**src/rtl/alu_result_stage_pkg.sv**
```systemverilog
// Shared ALU definitions: result-path defaults and branch-type encodings.
package alu_result_stage_pkg;

  localparam int DW_DEFAULT    = 32;
  localparam int DEPTH_DEFAULT = 2;

  typedef enum logic [2:0] {
    BR_NONE = 3'd0,
    BR_BEQ  = 3'd1,
    BR_BNE  = 3'd2,
    BR_BLEZ = 3'd3,
    BR_BGTZ = 3'd4,
    BR_BLTZ = 3'd5,
    BR_BGEZ = 3'd6,
    BR_RSVD = 3'd7
  } br_type_e;

endpackage

```
**src/rtl/alu_result_stage_branch_eval.sv**
```systemverilog
// Combinational branch decision from ALU flags and the branch kind.
module branch_eval
  import alu_result_stage_pkg::*;
(
  input  logic [2:0] br_type,
  input  logic       zero,
  input  logic       a_first,
  input  logic       a_zero,
  output logic       taken
);

  always_comb begin
    taken = 1'b0;
    case (br_type_e'(br_type))
      BR_BEQ:  taken = zero;
      BR_BNE:  taken = !zero;
      BR_BLEZ: taken = a_first | a_zero;
      BR_BGTZ: taken = !a_first & !a_zero;
      BR_BLTZ: taken = a_first;
      BR_BGEZ: taken = !a_first;
      default: taken = 1'b0;
    endcase
  end

endmodule

```
**src/rtl/alu_result_stage.sv**
```systemverilog
// ALU result buffer: a small FIFO that stores each result together with its
// branch decision, which is resolved once at push time.
module alu_result_stage
  import alu_result_stage_pkg::*;
#(
  parameter int DW    = DW_DEFAULT,
  parameter int DEPTH = DEPTH_DEFAULT
) (
  input  logic                       clk,
  input  logic                       rst_n,
  input  logic                       flush,
  input  logic                       in_valid,
  output logic                       in_ready,
  input  logic [DW-1:0]              in_c,
  input  logic                       in_zero,
  input  logic                       in_a_first,
  input  logic                       in_a_zero,
  input  logic [2:0]                 in_br_type,
  input  logic [4:0]                 in_rd,
  input  logic                       in_wen,
  output logic                       out_valid,
  input  logic                       out_ready,
  output logic [DW-1:0]              out_data,
  output logic [4:0]                 out_rd,
  output logic                       out_wen,
  output logic                       out_br_taken,
  output logic [$clog2(DEPTH):0]     occupancy
);

  localparam int PW = $clog2(DEPTH);
  localparam int EW = DW + 7;
  localparam logic [PW:0] FULL_COUNT = (PW + 1)'(DEPTH);

  logic [PW-1:0] rd_ptr_reg;
  logic [PW-1:0] wr_ptr_reg;
  logic [PW:0]   count_reg;
  logic [EW-1:0] mem [DEPTH];
  logic [EW-1:0] entry;
  logic [EW-1:0] head;
  logic          br_taken;
  logic          push;
  logic          pop;

  branch_eval u_branch_eval (
    .br_type (in_br_type),
    .zero    (in_zero),
    .a_first (in_a_first),
    .a_zero  (in_a_zero),
    .taken   (br_taken)
  );

  // in_ready depends only on the registered count, never on out_ready.
  assign in_ready  = (count_reg < FULL_COUNT);
  assign out_valid = (count_reg != '0);
  assign push      = in_valid && in_ready && !flush;
  assign pop       = out_valid && out_ready && !flush;
  assign entry     = {br_taken, in_wen, in_rd, in_c};

  always_ff @(posedge clk or negedge rst_n) begin
    if (!rst_n) begin
      rd_ptr_reg <= '0;
      wr_ptr_reg <= '0;
      count_reg  <= '0;
    end else if (flush) begin
      rd_ptr_reg <= '0;
      wr_ptr_reg <= '0;
      count_reg  <= '0;
    end else begin
      if (push) wr_ptr_reg <= wr_ptr_reg + 1'b1;
      if (pop)  rd_ptr_reg <= rd_ptr_reg + 1'b1;
      case ({push, pop})
        2'b10:   count_reg <= count_reg + 1'b1;
        2'b01:   count_reg <= count_reg - 1'b1;
        default: count_reg <= count_reg;
      endcase
    end
  end

  // Storage needs no reset: count_reg alone decides what is visible.
  // A write never targets the head slot while it is valid and not full,
  // so a stalled head stays stable.
  for (genvar gi = 0; gi < DEPTH; gi++) begin : g_entry
    always_ff @(posedge clk) begin
      if (push && (wr_ptr_reg == PW'(gi))) mem[gi] <= entry;
    end
  end

  assign head = mem[rd_ptr_reg];

  assign out_data     = out_valid ? head[DW-1:0] : '0;
  assign out_rd       = out_valid ? head[DW+4:DW] : '0;
  assign out_wen      = out_valid ? head[DW+5] : 1'b0;
  assign out_br_taken = out_valid ? head[DW+6] : 1'b0;
  assign occupancy    = count_reg;

endmodule

```
**config.mk**
```make
export PLATFORM = sky130hd
export DESIGN_NAME = alu_result_stage
export DESIGN_NICKNAME = d
export VERILOG_FILES = /design/src/rtl/alu_result_stage_pkg.sv /design/src/rtl/alu_result_stage_branch_eval.sv /design/src/rtl/alu_result_stage.sv
export SDC_FILE = /design/constraint.sdc
export NUM_CORES = 1
export LEC_CHECK = 0
export BUFFER_PORTS_ARGS = -buffer_cell sky130_fd_sc_hd__buf_4
export CAP_MARGIN = 20
export CELL_PAD_IN_SITES_DETAIL_PLACEMENT = 0
export CELL_PAD_IN_SITES_GLOBAL_PLACEMENT = 1
export CORE_UTILIZATION = 42
export DETAILED_ROUTE_END_ITERATION = 10
export HOLD_SLACK_MARGIN = 0.1
export PLACE_DENSITY = 0.89
export SETUP_SLACK_MARGIN = 0.3
export SYNTH_ARGS = -nofsm -noshare
export SYNTH_HDL_FRONTEND = slang
export SYNTH_SLANG_ARGS = --single-unit
```
**constraint.sdc**
```tcl
create_clock -name clk -period 4.45 [get_ports clk]
set_clock_uncertainty 0.05 [all_clocks]
set_input_delay 0.89 -clock clk [delete_from_list [all_inputs] [get_ports clk]]
set_output_delay 0.89 -clock clk [all_outputs]
set_load 0.05 [all_outputs]
```
After elaboration in Yosys (flattened, before gate mapping)
Memory sizes are Yosys's and may differ from the RTL's. Cells that the tools add are included. Widths: inputs -> output; s select.

Add/subtract/negate cells: 4. Multiply operators: 0. Div/mod/pow operators: 0. Order comparisons: 1. Equality and inequality tests: 8. Shifts and indexed selects: 0. Muxes and demuxes: 18. Bitwise gates (word level): 3. Reductions and logical operators: 15.

Operator list (number): $mux 39 (1); $reduce_or 39->1 (1); $mux 32 (1); $mux 1 (12); $eq 3x3->1 const B (3); $eq 3x2->1 const B (2); $logic_and 1x1->1 (6); $pmux 1 s6 (1); $reduce_bool 2->1 (3); $mux 5 (1); $logic_not 1->1 (4); $pmux 2 s2 (1); $eq 3x1->1 const B (1); $reduce_bool 3->1 (1); $add 1x1->1 const B (2); $add 2x1->2 const B (1); $eq 2x1->1 const B (1); $eq 2x2->1 const B (1); $lt 2x2->1 const B (1); $mux 2 (1); $sub 2x1->2 const B (1); $and 1x1->1 (1); $not 1->1 (1); $or 1x1->1 (1).

Register bits: 4. Latch bits: 0. Bits in writable memories: 78. Memory bits (read-only): 0. Output and inout bits: 43. Memories kept: 1.

Memories: mem (depth 2, bits a word 39, read ports 1, clocked after Yosys merged registers in 0, wr ports 1, line alu_result_stage.sv:37) `logic [EW-1:0] mem [DEPTH];`.

Depth between registers and ports, before layout
Word-level depth: 8. Depth in mapped cells: 4. Depth with buffers taken out: 3.

Modules after synthesis
Synthesis repeated with hierarchy kept, for this count alone.

Cells, all modules: 198. Area total of the unflattened synthesis: 3234.4 um2.

Modules (own cells, without submodules): alu_result_stage (times used 1, cells an instance 189, area each 3173.0 um2, seq. area each 2442.3 um2); branch_eval (times used 1, cells an instance 9, area each 61.3 um2, seq. area each 0.0 um2).

Least setup slack after synthesis
No wires, ideal clock.

Path type: in2reg. From: in in_valid. To: mem mem[1][0] (netlist bit) (enable). Library setup time: 492 ps. Arrival: 3866 ps. Setup slack: 42 ps. Stages: 2. Cell sequence: nand2b_4 nor3b_1.

Word-level cells in the longest chain between the ends: 7. Elaborated cells between the ends (all ways): 11.

Ends and longest elaborated chain: start, declared (line alu_result_stage.sv:12) `input logic in_valid,`; $logic_and 1x1->1 * (2 in a row) (line alu_result_stage.sv:55) `assign push = in_valid && in_ready && !flush;`; $logic_and 1x1->1 (line alu_result_stage.sv:84) `if (push && (wr_ptr_reg == PW'(gi))) mem[gi] <= entry;`; $mux 1 (line alu_result_stage.sv:84); $mux 1 (implied by the code) (line alu_result_stage.sv:84); $reduce_or 39->1 (no line); $mux 1 (no line); end, declared (line alu_result_stage.sv:37).

Mark *: on every way between the ends. The rest lies on a longest branch, timed or not.

Worst setup path in the final report
From: reg count_reg[0], in the netlist occupancy[0]. To: out out_data[6].

Word-level cells in the longest chain between the ends: 2.

Ends and longest elaborated chain: start, declared (line alu_result_stage.sv:36) `logic [PW:0] count_reg;`; start signal, assigned (line alu_result_stage.sv:72) `2'b10: count_reg <= count_reg + 1'b1;`; start signal, assigned (line alu_result_stage.sv:73) `2'b01: count_reg <= count_reg - 1'b1;`; start signal, assigned (line alu_result_stage.sv:74) `default: count_reg <= count_reg;`; $reduce_bool 2->1 (line alu_result_stage.sv:54) `assign out_valid = (count_reg != '0);`; $mux 32 (line alu_result_stage.sv:90) `assign out_data = out_valid ? head[DW-1:0] : '0;`; end, declared (line alu_result_stage.sv:23) `output logic [DW-1:0] out_data,`.

Every way passes these cells.

==> metrics.txt <==
# TYPE chip_impl_metric gauge
chip_impl_metric{name="slew_headroom",unit=""} 0.414
chip_impl_metric{name="global_route.overflow_total",unit=""} 0
chip_impl_info{name="rsz_0062_raised_after_global_routing",value="false"} 1
chip_impl_info{name="worst_path_max_delay_cell",value="sky130_fd_sc_hd__nor2_4"} 1
chip_impl_metric{name="clock_tree.htree_level_count",unit=""} 3
chip_impl_metric{name="crit_path_max_incr_delay",unit="ns"} 0.72
chip_impl_metric{name="detailed_place.area",unit="sq um"} 4010
chip_impl_metric{name="cts.hold.buffers_added",unit=""} 0
chip_impl_metric{name="postCtsResizedCells",unit=""} 0
chip_impl_metric{name="final_min_period_over_clock_period",unit=""} 0.648
chip_impl_metric{name="vias",unit=""} 1890
chip_impl_info{name="regMostFlops",value="mem"} 1
chip_impl_metric{name="critical_path_arrival",unit="ns"} 1.94
chip_impl_metric{name="cts_num_sinks",unit=""} 82
chip_impl_metric{name="rrSetupSlack",unit="ns"} 2.66
chip_impl_metric{name="power.density",unit="nW/um^2"} 413
chip_impl_metric{name="grt_first_pass_wirelength",unit="mm"} 8.42
chip_impl_metric{name="setup-tns-final",unit="ns"} 0
chip_impl_info{name="critPathCaptureType",value="output port"} 1
chip_impl_metric{name="synth_largest_type_area_fraction",unit=""} 0.726
chip_impl_metric{name="clk_pin_slew_worst_paths",unit="ns"} 0.07
chip_impl_metric{name="cts_buffer_depth",unit=""} 2
chip_impl_metric{name="mappedNetlistArea",unit="sq um"} 3230
chip_impl_metric{name="yosysUniqueCellTypes",unit=""} 20
chip_impl_info{name="timing.hold.worst.class",value="primary input to async pin"} 1
chip_impl_info{name="synth.area.top_cells",value="sky130_fd_sc_hd__edfxtp_1 73%, sky130_fd_sc_hd__mux2i_1 13%, sky130_fd_sc_hd__nor2_1 5.0%"} 1
chip_impl_metric{name="avgRoutedWirePerCell",unit="um"} 14.0
chip_impl_metric{name="worst_hold_slack",unit="ns"} 0.276
chip_impl_metric{name="initialDrtViolationCount",unit=""} 55
chip_impl_metric{name="die_area",unit="sq um"} 8040
chip_impl_metric{name="maximum_number_of_pins_on_one_net_before_global_route_repair",unit=""} 41
chip_impl_metric{name="layout.cell_area.non_filler",unit="sq um"} 4230
chip_impl_info{name="path_type_of_the_worst_setup_path",value="register to output port"} 1
chip_impl_metric{name="endpoints_failing_setup",unit=""} 0
chip_impl_metric{name="fin_total_pwr",unit="uW"} 1750
chip_impl_metric{name="post_route_cells_drive_above_1_share",unit=""} 0.378
chip_impl_metric{name="timing_hold_violations_final",unit=""} 0
chip_impl_metric{name="drt_pre_antenna_iters",unit=""} 4
chip_impl_metric{name="synthToLayoutAreaGrowth",unit="%"} 31.1
chip_impl_metric{name="detail_route.wirelength",unit="mm"} 5.57
chip_impl_metric{name="period_minus_slack",unit="ns"} 2.88
chip_impl_info{name="synthDominantAreaCellType",value="sky130_fd_sc_hd__edfxtp_1"} 1
chip_impl_metric{name="ys_ff_latch",unit=""} 82
chip_impl_metric{name="fp.dieH",unit="um"} 89.7
chip_impl_info{name="tritoncts_clock_tree",value="built"} 1
chip_impl_info{name="timing.critical_path.max_delay_family",value="simple AND/OR/NAND/NOR gates"} 1
chip_impl_metric{name="groute.usage.overall",unit=""} 0.149
chip_impl_metric{name="cts_post_setup_buffers_inserted",unit=""} 0
chip_impl_metric{name="syn-num-nets",unit=""} 247
chip_impl_metric{name="grt_pass1_vias",unit=""} 1811
chip_impl_metric{name="place_hpwl",unit="mm"} 3.58
chip_impl_metric{name="die_w",unit="um"} 89.7
chip_impl_metric{name="vias_per_cell",unit=""} 4.75
chip_impl_metric{name="finalNetCount",unit=""} 343
chip_impl_metric{name="antenna_found_initial",unit=""} 0
chip_impl_metric{name="clk_latency",unit="ns"} 0.34
chip_impl_metric{name="max_cap_viol_count",unit=""} 0
chip_impl_metric{name="ant_nets",unit=""} 0
chip_impl_metric{name="boundaryPins",unit=""} 92
chip_impl_metric{name="syn_avg_cell_area",unit="sq um"} 16.3
chip_impl_info{name="outcome",value="finished clean"} 1
chip_impl_metric{name="flip_flop_count_of_the_largest_register_after_layout",unit=""} 78
chip_impl_metric{name="ys_seq_area_frac",unit=""} 0.757
chip_impl_info{name="critical_path.startpoint_type",value="register"} 1
chip_impl_metric{name="cp_max_fo",unit=""} 40
chip_impl_metric{name="synthCells",unit=""} 198
chip_impl_metric{name="synth-warning-count",unit=""} 0
chip_impl_metric{name="number_of_pins_with_negative_max_slew_slack_in_the_final_report",unit=""} 0
chip_impl_metric{name="cp.required",unit="ns"} 3.51
chip_impl_metric{name="floorplan.core_area",unit="sq um"} 7330
chip_impl_metric{name="fillers",unit=""} 613
chip_impl_metric{name="placement_rows",unit=""} 31
chip_impl_metric{name="replace_congestion",unit=""} 0.654
chip_impl_metric{name="drc",unit=""} 0
chip_impl_metric{name="tritoncts.num_buffers",unit=""} 9
chip_impl_metric{name="maximum_operating_frequency",unit="MHz"} 347
chip_impl_info{name="critical_path.cell_chain",value="nor2_4 > nor2_1 > buf_4"} 1
chip_impl_metric{name="initial_core_util",unit=""} 0.440
chip_impl_metric{name="power.ir.vdd_worst",unit="uV"} 189
chip_impl_metric{name="antennaDiodeCount",unit=""} 0
chip_impl_metric{name="tightestPinTransition",unit="ns"} 0.877
chip_impl_metric{name="numPortBuffers",unit=""} 91
chip_impl_info{name="clockRootBuffer",value="sky130_fd_sc_hd__clkbuf_8"} 1
chip_impl_metric{name="power_leakage",unit="uW"} 0.00161
chip_impl_metric{name="critical_path_buf_inv_count",unit=""} 1
kinds of logic after synthesis:
kind of cell | after synthesis | share of synthesized area
AOI/OAI and AO/OA | 8 | 0.0159
xor gates and xnor gates | 2 | 0.00543
buffers and inverters | 13 | 0.0264
DFF | 82 | 0.757
muxes | 41 | 0.127
and+or+nand+nor | 52 | 0.0682
worst register-to-register path: stages (launching register included):
cell and delay [ns]:
sky130_fd_sc_hd__dfrtp_1 0.48, sky130_fd_sc_hd__nand2b_4 0.23, sky130_fd_sc_hd__nor3b_4 0.18, sky130_fd_sc_hd__buf_4 0.47
cell usage in the layout (no fill, tap or decap):
cell type,synthesis,routed
sky130_fd_sc_hd__buf_4,0,93
sky130_fd_sc_hd__a221oi_1,1,1
sky130_fd_sc_hd__a21o_1,1,1
sky130_fd_sc_hd__dfrtp_1,4,3
sky130_fd_sc_hd__nand2b_4,1,1
sky130_fd_sc_hd__o22ai_1,1,1
sky130_fd_sc_hd__clkbuf_8,0,11
sky130_fd_sc_hd__dfrtp_2,0,1
sky130_fd_sc_hd__o21ai_0,2,2
sky130_fd_sc_hd__clkinv_2,0,2
sky130_fd_sc_hd__edfxtp_1,78,78
sky130_fd_sc_hd__xor2_1,2,2
sky130_fd_sc_hd__nand2b_1,2,2
sky130_fd_sc_hd__a21oi_1,2,2
sky130_fd_sc_hd__nor3b_4,0,1
sky130_fd_sc_hd__bufinv_16,0,1
sky130_fd_sc_hd__nor2_1,43,42
sky130_fd_sc_hd__inv_1,4,4
sky130_fd_sc_hd__buf_12,0,1
sky130_fd_sc_hd__nor3_4,0,1
sky130_fd_sc_hd__clkbuf_1,0,2
sky130_fd_sc_hd__nand2_1,2,2
sky130_fd_sc_hd__nor2_4,0,1
sky130_fd_sc_hd__mux2i_1,41,41
sky130_fd_sc_hd__o311ai_0,1,1
sky130_fd_sc_hd__nor2b_1,2,2
cells in the mapped netlist (all sizes together):
cell type  instances
buf                9
a21o               1
inv                4
mux2i             41
xor2               2
nand2b             3
o22ai              1
dfrtp              4
o21ai              2
nor2b              2
o311ai             1
nor2              43
a21oi              2
nor3b              1
nor3               1
a221oi             1
edfxtp            78
nand2              2
power by group:
group / internal (uW) / total, uW / switching [uW] / leakage [uW]
combinational: 112 / 315 / 203 / 0.000736
sequential: 882 / 902 / 19.7 / 0.000767
clock: 289 / 531 / 242 / 0.000103
total: 1280 / 1750 / 465 / 0.00161
area by class of cell:
cell class / count / area [sq um] / share of cell area
clock buffers: 13 / 159 / 0.0376
clock inverters: 3 / 40.0 / 0.00947
inverters: 4 / 15.0 / 0.00355
multi-input cells: 103 / 729 / 0.172
flip-flops and latches: 82 / 2440 / 0.578
well taps: 99 / 124 / 0.0293
repair buffers: 94 / 718 / 0.170
through the flow:
stage	worst slack (ns)	utilization	std cells
floorplan	1.42	-	198
detailed placement	1.74	0.547	381
CTS	1.35	0.574	397
global route	1.35	0.577	398
global placement	1.77	0.547	381
finish	1.57	0.577	398
final timing paths:
kind	end	from	cells after the start
worst max register to register	mem[1][27]	occupancy[1]	3
worst max-delay path	out_data[6]	occupancy[0]	3
max in group asynchronous	rd_ptr_reg	rst_n	1
worst min register to register	wr_ptr_reg	wr_ptr_reg	2
min in group clk	wr_ptr_reg	wr_ptr_reg	2
worst min-delay path	wr_ptr_reg	rst_n	1
routing by layer:
metal	track usage	up-vias	part of all wire
met2	0.248	65	0.50
met4	0.0823	0	0.020
li1	-	916	-
met5	0	-	0
met1	0.170	899	0.41
met3	0.0503	10	0.065
(Power assumes the default switching activity.)
